===== config.mk =====
export PLATFORM = sky130hd
export DESIGN_NAME = alu_op_sequencer_flat
export DESIGN_NICKNAME = d
export VERILOG_FILES = /design/src/rtl/alu_pkg.sv /design/src/rtl/alu_op_sequencer_if.sv /design/src/rtl/alu_byte_slice.sv /design/src/rtl/alu_op_sequencer.sv /design/src/flat_wrapper.sv
export SDC_FILE = /design/constraint.sdc
export NUM_CORES = 1
export LEC_CHECK = 0
export CAP_MARGIN = 40
export CORE_MARGIN = 3
export CORE_UTILIZATION = 39
export CTS_CLUSTER_SIZE = 16
export DETAILED_ROUTE_END_ITERATION = 10
export MAX_ROUTING_LAYER = met4
export PLACE_DENSITY = 0.68
export SYNTH_ARGS = -nofsm -noshare
export SYNTH_HDL_FRONTEND = slang
export SYNTH_HIERARCHICAL = 1
export SYNTH_SLANG_ARGS = --single-unit

===== constraint.sdc =====
create_clock -name clk -period 2.97 [get_ports clk]
set_clock_uncertainty 0.05 [all_clocks]
set_input_delay 0.297 -clock clk [delete_from_list [all_inputs] [get_ports clk]]
set_output_delay 0.297 -clock clk [all_outputs]
set_load 0.02 [all_outputs]

===== src/rtl/alu_pkg.sv =====
// Shared encodings and bounds for the byte-serial ALU sequencer.
// Combinational definitions only; no latency or flow control of its own.
package alu_pkg;

    localparam logic OP_ADD = 1'b0;
    localparam logic OP_SUB = 1'b1;

    localparam int BYTES_MIN = 1;
    localparam int BYTES_MAX = 4;

    typedef enum logic [1:0] {
        IDLE = 2'd0,
        EXEC = 2'd1,
        DONE = 2'd2
    } state_t;

endpackage


===== src/rtl/alu_op_sequencer_if.sv =====
// Request/response bundle between two requesters, a response consumer and the sequencer.
// Valid/ready on both the request side and the response side.
interface alu_op_sequencer_if #(
    parameter int BYTES = 2
);
    localparam int W = 8 * BYTES;

    logic         req0_valid;
    logic         req0_ready;
    logic         req0_op;
    logic [W-1:0] req0_a;
    logic [W-1:0] req0_b;

    logic         req1_valid;
    logic         req1_ready;
    logic         req1_op;
    logic [W-1:0] req1_a;
    logic [W-1:0] req1_b;

    logic         rsp_valid;
    logic         rsp_ready;
    logic         rsp_id;
    logic [W-1:0] rsp_result;
    logic         rsp_carry;
    logic         rsp_ovf;
    logic         rsp_zero;

    modport master (
        output req0_valid, req0_op, req0_a, req0_b,
        output req1_valid, req1_op, req1_a, req1_b,
        output rsp_ready,
        input  req0_ready, req1_ready,
        input  rsp_valid, rsp_id, rsp_result, rsp_carry, rsp_ovf, rsp_zero
    );

    modport slave (
        input  req0_valid, req0_op, req0_a, req0_b,
        input  req1_valid, req1_op, req1_a, req1_b,
        input  rsp_ready,
        output req0_ready, req1_ready,
        output rsp_valid, rsp_id, rsp_result, rsp_carry, rsp_ovf, rsp_zero
    );

endinterface


===== src/rtl/alu_byte_slice.sv =====
// 8-bit adder slice with carry in/out, shared across all byte passes.
// Purely combinational: zero latency, no flow control.
module alu_byte_slice (
    input  logic [7:0] a,
    input  logic [7:0] b,
    input  logic       cin,
    output logic [7:0] sum,
    output logic       cout
);

    assign {cout, sum} = {1'b0, a} + {1'b0, b} + {8'b0, cin};

endmodule


===== src/rtl/alu_op_sequencer.sv =====
// Round-robin arbiter + byte-serial add/sub over one shared 8-bit slice; BYTES+1 cycles accept-to-response.
// Requests stall (ready low) outside IDLE; the response is held stable until rsp_ready.
module alu_op_sequencer #(
    parameter int BYTES = 2
) (
    input  logic                clk,
    input  logic                reset,
    alu_op_sequencer_if.slave   bus
);
    import alu_pkg::*;

    localparam int         W    = 8 * BYTES;
    localparam logic [1:0] LAST = 2'(BYTES - 1);

    generate
        if (BYTES < BYTES_MIN || BYTES > BYTES_MAX) begin : g_bad_bytes
            $error("alu_op_sequencer: BYTES out of range");
        end
    endgenerate

    state_t       state;
    logic         last_grant;
    logic [1:0]   idx;
    logic [W-1:0] a_sr;
    logic [W-1:0] b_sr;
    logic [W-1:0] r_sr;
    logic         op_q;
    logic         id_q;
    logic         c_q;
    logic         a_msb;
    logic         bp_msb;

    logic         rsp_valid_q;
    logic         rsp_id_q;
    logic [W-1:0] rsp_result_q;
    logic         rsp_carry_q;
    logic         rsp_ovf_q;
    logic         rsp_zero_q;

    logic         grant0;
    logic         grant1;
    logic [7:0]   sum;
    logic         cout;
    logic [W+7:0] r_cat;
    logic [W-1:0] r_next;

    // Ties go to whichever requester was not granted last; held low while in reset.
    always_comb begin
        grant0 = 1'b0;
        grant1 = 1'b0;
        if (reset && state == IDLE) begin
            grant0 = bus.req0_valid && (!bus.req1_valid || last_grant);
            grant1 = bus.req1_valid && (!bus.req0_valid || !last_grant);
        end
    end

    assign bus.req0_ready = grant0;
    assign bus.req1_ready = grant1;

    alu_byte_slice u_slice (
        .a    (a_sr[7:0]),
        .b    (b_sr[7:0] ^ {8{op_q}}),
        .cin  (c_q),
        .sum  (sum),
        .cout (cout)
    );

    // Result fills from the top so the finished word lands aligned after the last pass.
    assign r_cat  = {sum, r_sr};
    assign r_next = r_cat[W+7:8];

    always_ff @(posedge clk or negedge reset) begin
        if (!reset) begin
            state        <= IDLE;
            last_grant   <= 1'b1;
            idx          <= '0;
            a_sr         <= '0;
            b_sr         <= '0;
            r_sr         <= '0;
            op_q         <= OP_ADD;
            id_q         <= 1'b0;
            c_q          <= 1'b0;
            a_msb        <= 1'b0;
            bp_msb       <= 1'b0;
            rsp_valid_q  <= 1'b0;
            rsp_id_q     <= 1'b0;
            rsp_result_q <= '0;
            rsp_carry_q  <= 1'b0;
            rsp_ovf_q    <= 1'b0;
            rsp_zero_q   <= 1'b0;
        end else begin
            case (state)
                IDLE: begin
                    if (grant0 || grant1) begin
                        op_q       <= grant1 ? bus.req1_op : bus.req0_op;
                        a_sr       <= grant1 ? bus.req1_a  : bus.req0_a;
                        b_sr       <= grant1 ? bus.req1_b  : bus.req0_b;
                        c_q        <= (grant1 ? bus.req1_op : bus.req0_op) == OP_SUB;
                        a_msb      <= grant1 ? bus.req1_a[W-1] : bus.req0_a[W-1];
                        bp_msb     <= grant1 ? (bus.req1_b[W-1] ^ bus.req1_op)
                                             : (bus.req0_b[W-1] ^ bus.req0_op);
                        id_q       <= grant1;
                        last_grant <= grant1;
                        idx        <= '0;
                        state      <= EXEC;
                    end
                end
                EXEC: begin
                    a_sr <= a_sr >> 8;
                    b_sr <= b_sr >> 8;
                    r_sr <= r_next;
                    c_q  <= cout;
                    idx  <= idx + 2'd1;
                    if (idx == LAST) begin
                        state        <= DONE;
                        rsp_valid_q  <= 1'b1;
                        rsp_id_q     <= id_q;
                        rsp_result_q <= r_next;
                        rsp_carry_q  <= cout ^ op_q;
                        rsp_ovf_q    <= (a_msb == bp_msb) && (r_next[W-1] != a_msb);
                        rsp_zero_q   <= ~|r_next;
                    end
                end
                DONE: begin
                    if (bus.rsp_ready) begin
                        rsp_valid_q <= 1'b0;
                        state       <= IDLE;
                    end
                end
                default: state <= IDLE;
            endcase
        end
    end

    assign bus.rsp_valid  = rsp_valid_q;
    assign bus.rsp_id     = rsp_id_q;
    assign bus.rsp_result = rsp_result_q;
    assign bus.rsp_carry  = rsp_carry_q;
    assign bus.rsp_ovf    = rsp_ovf_q;
    assign bus.rsp_zero   = rsp_zero_q;

endmodule


===== src/flat_wrapper.sv =====
// flat-port wrapper written by rule: the top's interface ports become plain ports
module alu_op_sequencer_flat import alu_pkg::*;
#(
    parameter int BYTES = 2
)
  (clk, reset, bus_req0_valid, bus_req0_op, bus_req0_a, bus_req0_b, bus_req1_valid, bus_req1_op, bus_req1_a, bus_req1_b, bus_rsp_ready, bus_req0_ready, bus_req1_ready, bus_rsp_valid, bus_rsp_id, bus_rsp_result, bus_rsp_carry, bus_rsp_ovf, bus_rsp_zero);
  alu_op_sequencer_if #(.BYTES(BYTES)) bus_i ();
  input  logic clk;
  input  logic reset;
  input wire logic [$bits(bus_i.req0_valid)-1:0] bus_req0_valid;
  input wire logic [$bits(bus_i.req0_op)-1:0] bus_req0_op;
  input wire logic [$bits(bus_i.req0_a)-1:0] bus_req0_a;
  input wire logic [$bits(bus_i.req0_b)-1:0] bus_req0_b;
  input wire logic [$bits(bus_i.req1_valid)-1:0] bus_req1_valid;
  input wire logic [$bits(bus_i.req1_op)-1:0] bus_req1_op;
  input wire logic [$bits(bus_i.req1_a)-1:0] bus_req1_a;
  input wire logic [$bits(bus_i.req1_b)-1:0] bus_req1_b;
  input wire logic [$bits(bus_i.rsp_ready)-1:0] bus_rsp_ready;
  output wire logic [$bits(bus_i.req0_ready)-1:0] bus_req0_ready;
  output wire logic [$bits(bus_i.req1_ready)-1:0] bus_req1_ready;
  output wire logic [$bits(bus_i.rsp_valid)-1:0] bus_rsp_valid;
  output wire logic [$bits(bus_i.rsp_id)-1:0] bus_rsp_id;
  output wire logic [$bits(bus_i.rsp_result)-1:0] bus_rsp_result;
  output wire logic [$bits(bus_i.rsp_carry)-1:0] bus_rsp_carry;
  output wire logic [$bits(bus_i.rsp_ovf)-1:0] bus_rsp_ovf;
  output wire logic [$bits(bus_i.rsp_zero)-1:0] bus_rsp_zero;
  assign bus_i.req0_valid = bus_req0_valid;
  assign bus_i.req0_op = bus_req0_op;
  assign bus_i.req0_a = bus_req0_a;
  assign bus_i.req0_b = bus_req0_b;
  assign bus_i.req1_valid = bus_req1_valid;
  assign bus_i.req1_op = bus_req1_op;
  assign bus_i.req1_a = bus_req1_a;
  assign bus_i.req1_b = bus_req1_b;
  assign bus_i.rsp_ready = bus_rsp_ready;
  assign bus_req0_ready = bus_i.req0_ready;
  assign bus_req1_ready = bus_i.req1_ready;
  assign bus_rsp_valid = bus_i.rsp_valid;
  assign bus_rsp_id = bus_i.rsp_id;
  assign bus_rsp_result = bus_i.rsp_result;
  assign bus_rsp_carry = bus_i.rsp_carry;
  assign bus_rsp_ovf = bus_i.rsp_ovf;
  assign bus_rsp_zero = bus_i.rsp_zero;
  alu_op_sequencer #(.BYTES(BYTES)) u_core (.clk(clk), .reset(reset), .bus(bus_i));
endmodule

# Yosys cells after proc, flatten, opt, wreduce, memory -nomap -nowiden
# Cells that the tools add are included.
# totals
reg_bits	79
elab_cells	74
in_bits	71
# classes
reduce_logical	20
add_sub_neg	3
mux	22
bitwise	4
n_eq_ne	8
# ops
op	count
$mux 16	4
$pmux 16 s2	2
$reduce_or 16->1	1
$add 8x8->9	1
$add 9x1->9	1
$mux 1	8
$mux 2	4
$xor 8x8->8	1
$pmux 2 s3	1
$reduce_and 2->1	3
$reduce_and 3->1	2
$eq 2x1->1 const B	2
$logic_and 1x1->1	4
$logic_not 1->1	4
$ne 2x2->1 const B	2
$pmux 1 s2	2
$pmux 2 s2	1
$reduce_bool 2->1	2
$logic_or 1x1->1	3
$xor 1x1->1	3
$add 2x1->2 const B	1
$eq 2x2->1 const B	1
$logic_not 2->1	1
$ne 2x1->1 const B	1
2 further kinds	2

# Longest topological paths before layout
# depth
depth_word	7
depth_mapped	10
ltp_nobuf	9

# Hierarchy
# The synthesis kept the hierarchy.
# modules_own_cells
mod	n_inst	area_each_um2	cells_per_inst
alu_op_sequencer	1	3527.1	295
alu_byte_slice	1	331.6	40

# Worst setup path after synthesis
# No wires, ideal clock.
# synth_path
kind	reg-to-reg
from	register u_core.op_q
to	register u_core.c_q
arrival_time_ns	2.596
path_slack_ns	0.198
t_required_ns	2.794
setup_time_ns	0.126
path_buffers	1
period_less_slack_ns	2.772
stages_incl_launch_ff	10
path_cell_list	dfrtp_1 > clkbuf_1 > xor2_1 > fa_1 > fa_1 > a21oi_1 > o21a_1 > o21ai_0 > a22o_1 > a221o_1
# synth_between
elab_chain_cells	4
# synth_lines
element	line_no	rtl
start, declared	alu_op_sequencer.sv:27	logic op_q;
start signal, assigned	alu_op_sequencer.sv:95	op_q <= grant1 ? bus.req1_op : bus.req0_op;
$xor 8x8->8	alu_op_sequencer.sv:62	.b (b_sr[7:0] ^ {8{op_q}}),
$add 8x8->9	alu_byte_slice.sv:11	assign {cout, sum} = {1'b0, a} + {1'b0, b} + {8'b0, cin};
$add 9x1->9	alu_byte_slice.sv:11	
net u_core.cout	alu_op_sequencer.sv:43	logic cout;
$pmux 1 s2	alu_op_sequencer.sv:92	case (state)
end signal, assigned	alu_op_sequencer.sv:112	c_q <= cout;
end, declared	alu_op_sequencer.sv:29	logic c_q;
# The timed path passes the listed nets, and every way through them passes these cells.
# A chain may end at the register's enable or synchronous reset.

# Worst setup path in the final report
# layout_path
from	input port reset
to	output port bus_req1_ready
# layout_between
elab_chain_cells	2
# layout_lines
element	line_no	rtl
start, declared	flat_wrapper.sv:9	input logic reset;
$logic_and 1x1->1	alu_op_sequencer.sv:51	if (reset && state == IDLE) begin
$mux 1	alu_op_sequencer.sv:51	
end, declared	flat_wrapper.sv:20	output wire logic [$bits(bus_i.req1_ready)-1:0] bus_req1_ready;
# Every way passes these cells.

==> flow_metrics.py <==
metrics = {
    "logic_synthesis": {
        "synth_cell_types": 47,
        "synthMuxAreaShare_pct": 16.0,
        "synthesized_area_fraction_occupied_by_ao_oa_aoi_and_oai_cells_pct": 19.3,
        "synthXorXnorAreaFrac_pct": 3.40,
        "synthDominantAreaCellType": "dfrtp_1",
        "synth.avg_cell_area_um2": 11.5,
        "post_synth_fa_ha_maj_area_fraction_pct": 3.63,
        "mappedNetlistArea_mm2": 0.00386,
        "synthFlopType": "dfrtp_1",
        "synth.yosys.seq_area_share_pct": 46.1,
        "yosys_warnings": 6,
        "postSynthNetCount": 416,
        "area_fraction_of_the_dominant_cell_type_after_synthesis_pct": 45.4,
        "ys_top_cells_by_area": "dfrtp_1 (45%), mux2_2 (7.0%), a221o_1 (4.4%)",
        "yosys_register_bits": 71,
        "cells_after_synthesis": 335,
        "main_combinational_cell_family_by_area_after_synthesis": "compound AO/OA/AOI/OAI gates",
        "fraction_of_synthesis_flops_using_an_asynchronous_set_or_reset_pin_pct": 100,
        "count_of_flip_flops_with_a_built_in_enable_after_synthesis": 0,
        "synthSimpleGateAreaFrac_pct": 7.30,
    },
    "cts": {
        "cts_tree": "yes",
        "worst_setup_hold_path_clk_slew_ns": 0.07,
        "postCtsSetupRepairBufs": 0,
        "cts_root_buffer": "clkbuf_8",
        "cts_bufs_inserted": 9,
        "clk_path_buf_depth": 2,
        "clock_sinks": 71,
        "worstSkewPairLatency_ns": 0.34,
        "h-tree-depth": 3,
    },
    "sta": {
        "max_freq_ghz": 0.371,
        "setup-violations-final": 0,
        "finalCritPeriodShare_pct": 90.7,
        "finalHoldViolCount": 0,
        "actual_transition_at_the_worst_max_transition_pin_ns": 0.724,
        "finalSetupTns_ns": 0,
        "finalCriticalPeriod_ns": 2.69,
        "slew_viol_final": 0,
        "grt_setup_unrepaired": "false",
        "slew_headroom_pct": 51.7,
    },
    "placement": {
        "detailedPlacementHpwl_mm": 7.03,
        "final_wtd_congestion": 0.882,
        "port_buffers": 93,
    },
    "worst_setup_path": {
        "endpoint_kind": "output port",
        "rr_worst_depth": 8,
        "cpMaxStageDelayCell": "clkdlybuf4s50_1",
        "rrSetupSlack_ns": 0.32,
        "worst_r2r_startpoint": "u_core/b_sr[0]$_DFFE_PN0P_",
        "critPathLaunchType": "primary input",
        "worst_r2r_endpoint": "u_core/c_q$_DFFE_PN0P_",
        "worstPathCellList": "dlygate4sd3_1 -> buf_2 -> buf_4 -> nor3b_2 -> and2_2 -> clkdlybuf4s50_1",
        "arrival_ns": 2.35,
        "critPathMaxStageDelay_ns": 0.60,
        "critical_path.max_fanout": 19,
        "path_class": "in2out",
        "cp.required_ns": 2.62,
    },
    "hold_path": {
        "timing.hold.worst_path_depth": 1,
        "holdPathEnd": "u_core/id_q$_DFFE_PN0P_",
        "launch_instance_of_the_worst_min_delay_path": "u_core/id_q$_DFFE_PN0P_",
        "hold_path_class": "reg2reg",
    },
    "global_route": {
        "globalRouteOverflowTotal": 0,
        "grt_start_max_net_pins": 55,
        "vias_in_the_first_global_route": 3055,
        "grt_pass1_wl_mm": 15.3,
        "grtUsageTotal_pct": 17.7,
        "grt_antenna_before_repair": 0,
    },
    "run": {
        "max_cap_viol_count": 0,
    },
    "status": {
        "run_status": "complete, no violations",
    },
    "floorplanning": {
        "placementRows": 35,
        "die_area_mm2": 0.0111,
        "start_util_pct": 41.0,
        "floorplan_die_width_um": 105,
        "ioPinCount": 94,
        "die_height_um": 105,
        "standard_cell_core_area_mm2": 0.00942,
    },
    "finish": {
        "n_antenna_cell": 0,
        "fraction_of_layout_cells_with_a_size_suffix_above_1_pct": 16.2,
        "mostFrequentLayoutCells": "clkdlybuf4s50_1 (92), dfrtp_1 (70), nand2_1 (32)",
        "syn2layout_area_growth_pct": 32.4,
        "layout.core_utilization_pct": 54.3,
        "post_layout_nets": 511,
        "final_common_cell": "clkdlybuf4s50_1",
    },
    "drt": {
        "drt.antenna.violating_nets": 0,
        "drt_first_iter_violations": 141,
        "drt-pass1-iter-count": 5,
        "vias": 3009,
        "wl_per_cell_um": 16.4,
        "route.detailed.drc": 0,
        "post_drt_via_cell_ratio": 5.35,
        "drt-total-wl_mm": 9.23,
    },
    "pwr": {
        "power-per-cell-area_mw_per_mm2": 1100,
        "vdd_ir_drop_max_v": 0.000435,
        "power_leakage_nw": 2.23,
    },
}
cell families (layout without fill, tap and decap cells):
logic type                 Yosys count  count (layout)
muxes                               53              53
buffers and inverters               28             126
AOI/OAI and AO/OA                  100             100
adders and majority gates           10              10
xor gates and xnor gates            15              15
DFF                                 71              71
and+or+nand+nor                     58              58
cells in the mapped netlist, types with 7 or more instances:
| cell type | count |
|---|---|
| a22o_1 | 17 |
| o21ai_0 | 16 |
| mux2_2 | 24 |
| o21ai_1 | 12 |
| xor2_1 | 10 |
| buf_2 | 8 |
| mux2i_1 | 17 |
| a21oi_1 | 7 |
| dfrtp_1 | 70 |
| o211ai_1 | 18 |
| a221o_1 | 17 |
| mux2_4 | 11 |
| ha_1 | 8 |
| nand2_1 | 32 |
| clkbuf_1 | 9 |
stage by stage:
| step | hold slack (ns) | area, um^2 | setup slack, ns | total power (W) | std cells |
|---|---|---|---|---|---|
| final | 0.441 | 5110 | 0.276 | 0.00564 | 562 |
| after global routing | 0.466 | 5110 | 0.0914 | 0.00610 | 562 |
| after CTS | 0.437 | 5110 | 0.246 | 0.00567 | 562 |
| after detailed placement | 0.252 | 4910 | 0.348 | 0.00492 | 547 |
| after global placement | 0.249 | 4890 | 0.431 | 0.00478 | 545 |
| after floorplan | -0.0486 | 3860 | 0.198 | 0.00392 | 335 |
worst max path at each step:
stage	startpoint	endpoint	slack, ns
2_1_floorplan	u_core/op_q$_DFFE_PN0P_	u_core/c_q$_DFFE_PN0P_	0.20
3_3_place_gp	u_core/op_q$_DFFE_PN0P_	u_core/bus.rsp_zero$_DFFE_PN0P_	0.43
3_5_place_dp	u_core/b_sr[0]$_DFFE_PN0P_	u_core/bus.rsp_zero$_DFFE_PN0P_	0.35
4_1_cts	reset	bus_req1_ready	0.25
5_1_grt	reset	bus_req1_ready	0.09
6_report	reset	bus_req1_ready	0.28
flip-flops by register name, summed over array words and instances, names as in the netlist:
register / count
u_core/bus.rsp_valid: 1
u_core/a_sr: 16
u_core/last_grant: 1
u_core/idx: 2
u_core/bp_msb: 1
u_core/bus.rsp_carry: 1
u_core/r_sr: 8
u_core/state: 2
u_core/bus.rsp_ovf: 1
u_core/bus.rsp_id: 1
u_core/a_msb: 1
u_core/bus.rsp_result: 16
u_core/id_q: 1
u_core/c_q: 1
u_core/op_q: 1
u_core/bus.rsp_zero: 1
u_core/b_sr: 16
worst max-delay path: cells and delay by family:
family | cells | cell delay (ns)
buf+inv | 4 | 1.53
simple gates | 2 | 0.50
routing by layer:
layer / wire, um / share of wire, % / up-vias / GRT usage [%]
met1: 4140 / 45 / 1456 / 22.7
met3: 457 / 5.0 / 12 / 3.80
met5: 0 / 0 / - / -
li1: - / - / 1449 / -
met2: 4490 / 49 / 92 / 28.1
met4: 139 / 1.5 / 0 / 5.15
power breakdown:
group | switching, W | internal (W)
combinational | 0.00165 | 0.00148
sequential | 0.000352 | 0.00142
clock | 0.000340 | 0.000398
total | 0.00235 | 0.00330
final cells by class:
cell class                      count  area, um^2
Clock inverter                      4        47.5
Fill cell                         818        4310
Inverter                            6        22.5
Sequential cell                    71        1780
Timing Repair Buffer              106        1050
Multi-Input combinational cell    236        1920
Clock buffer                       10         138
Tap cell                          129         161
repair_timing:
action                    in CTS  in global routing
gates resized for setup        0                  0
hold buffers                   1                  0
hold endpoints to repair      16                  0
No activity file was read; power rests on OpenSTA's default activity.
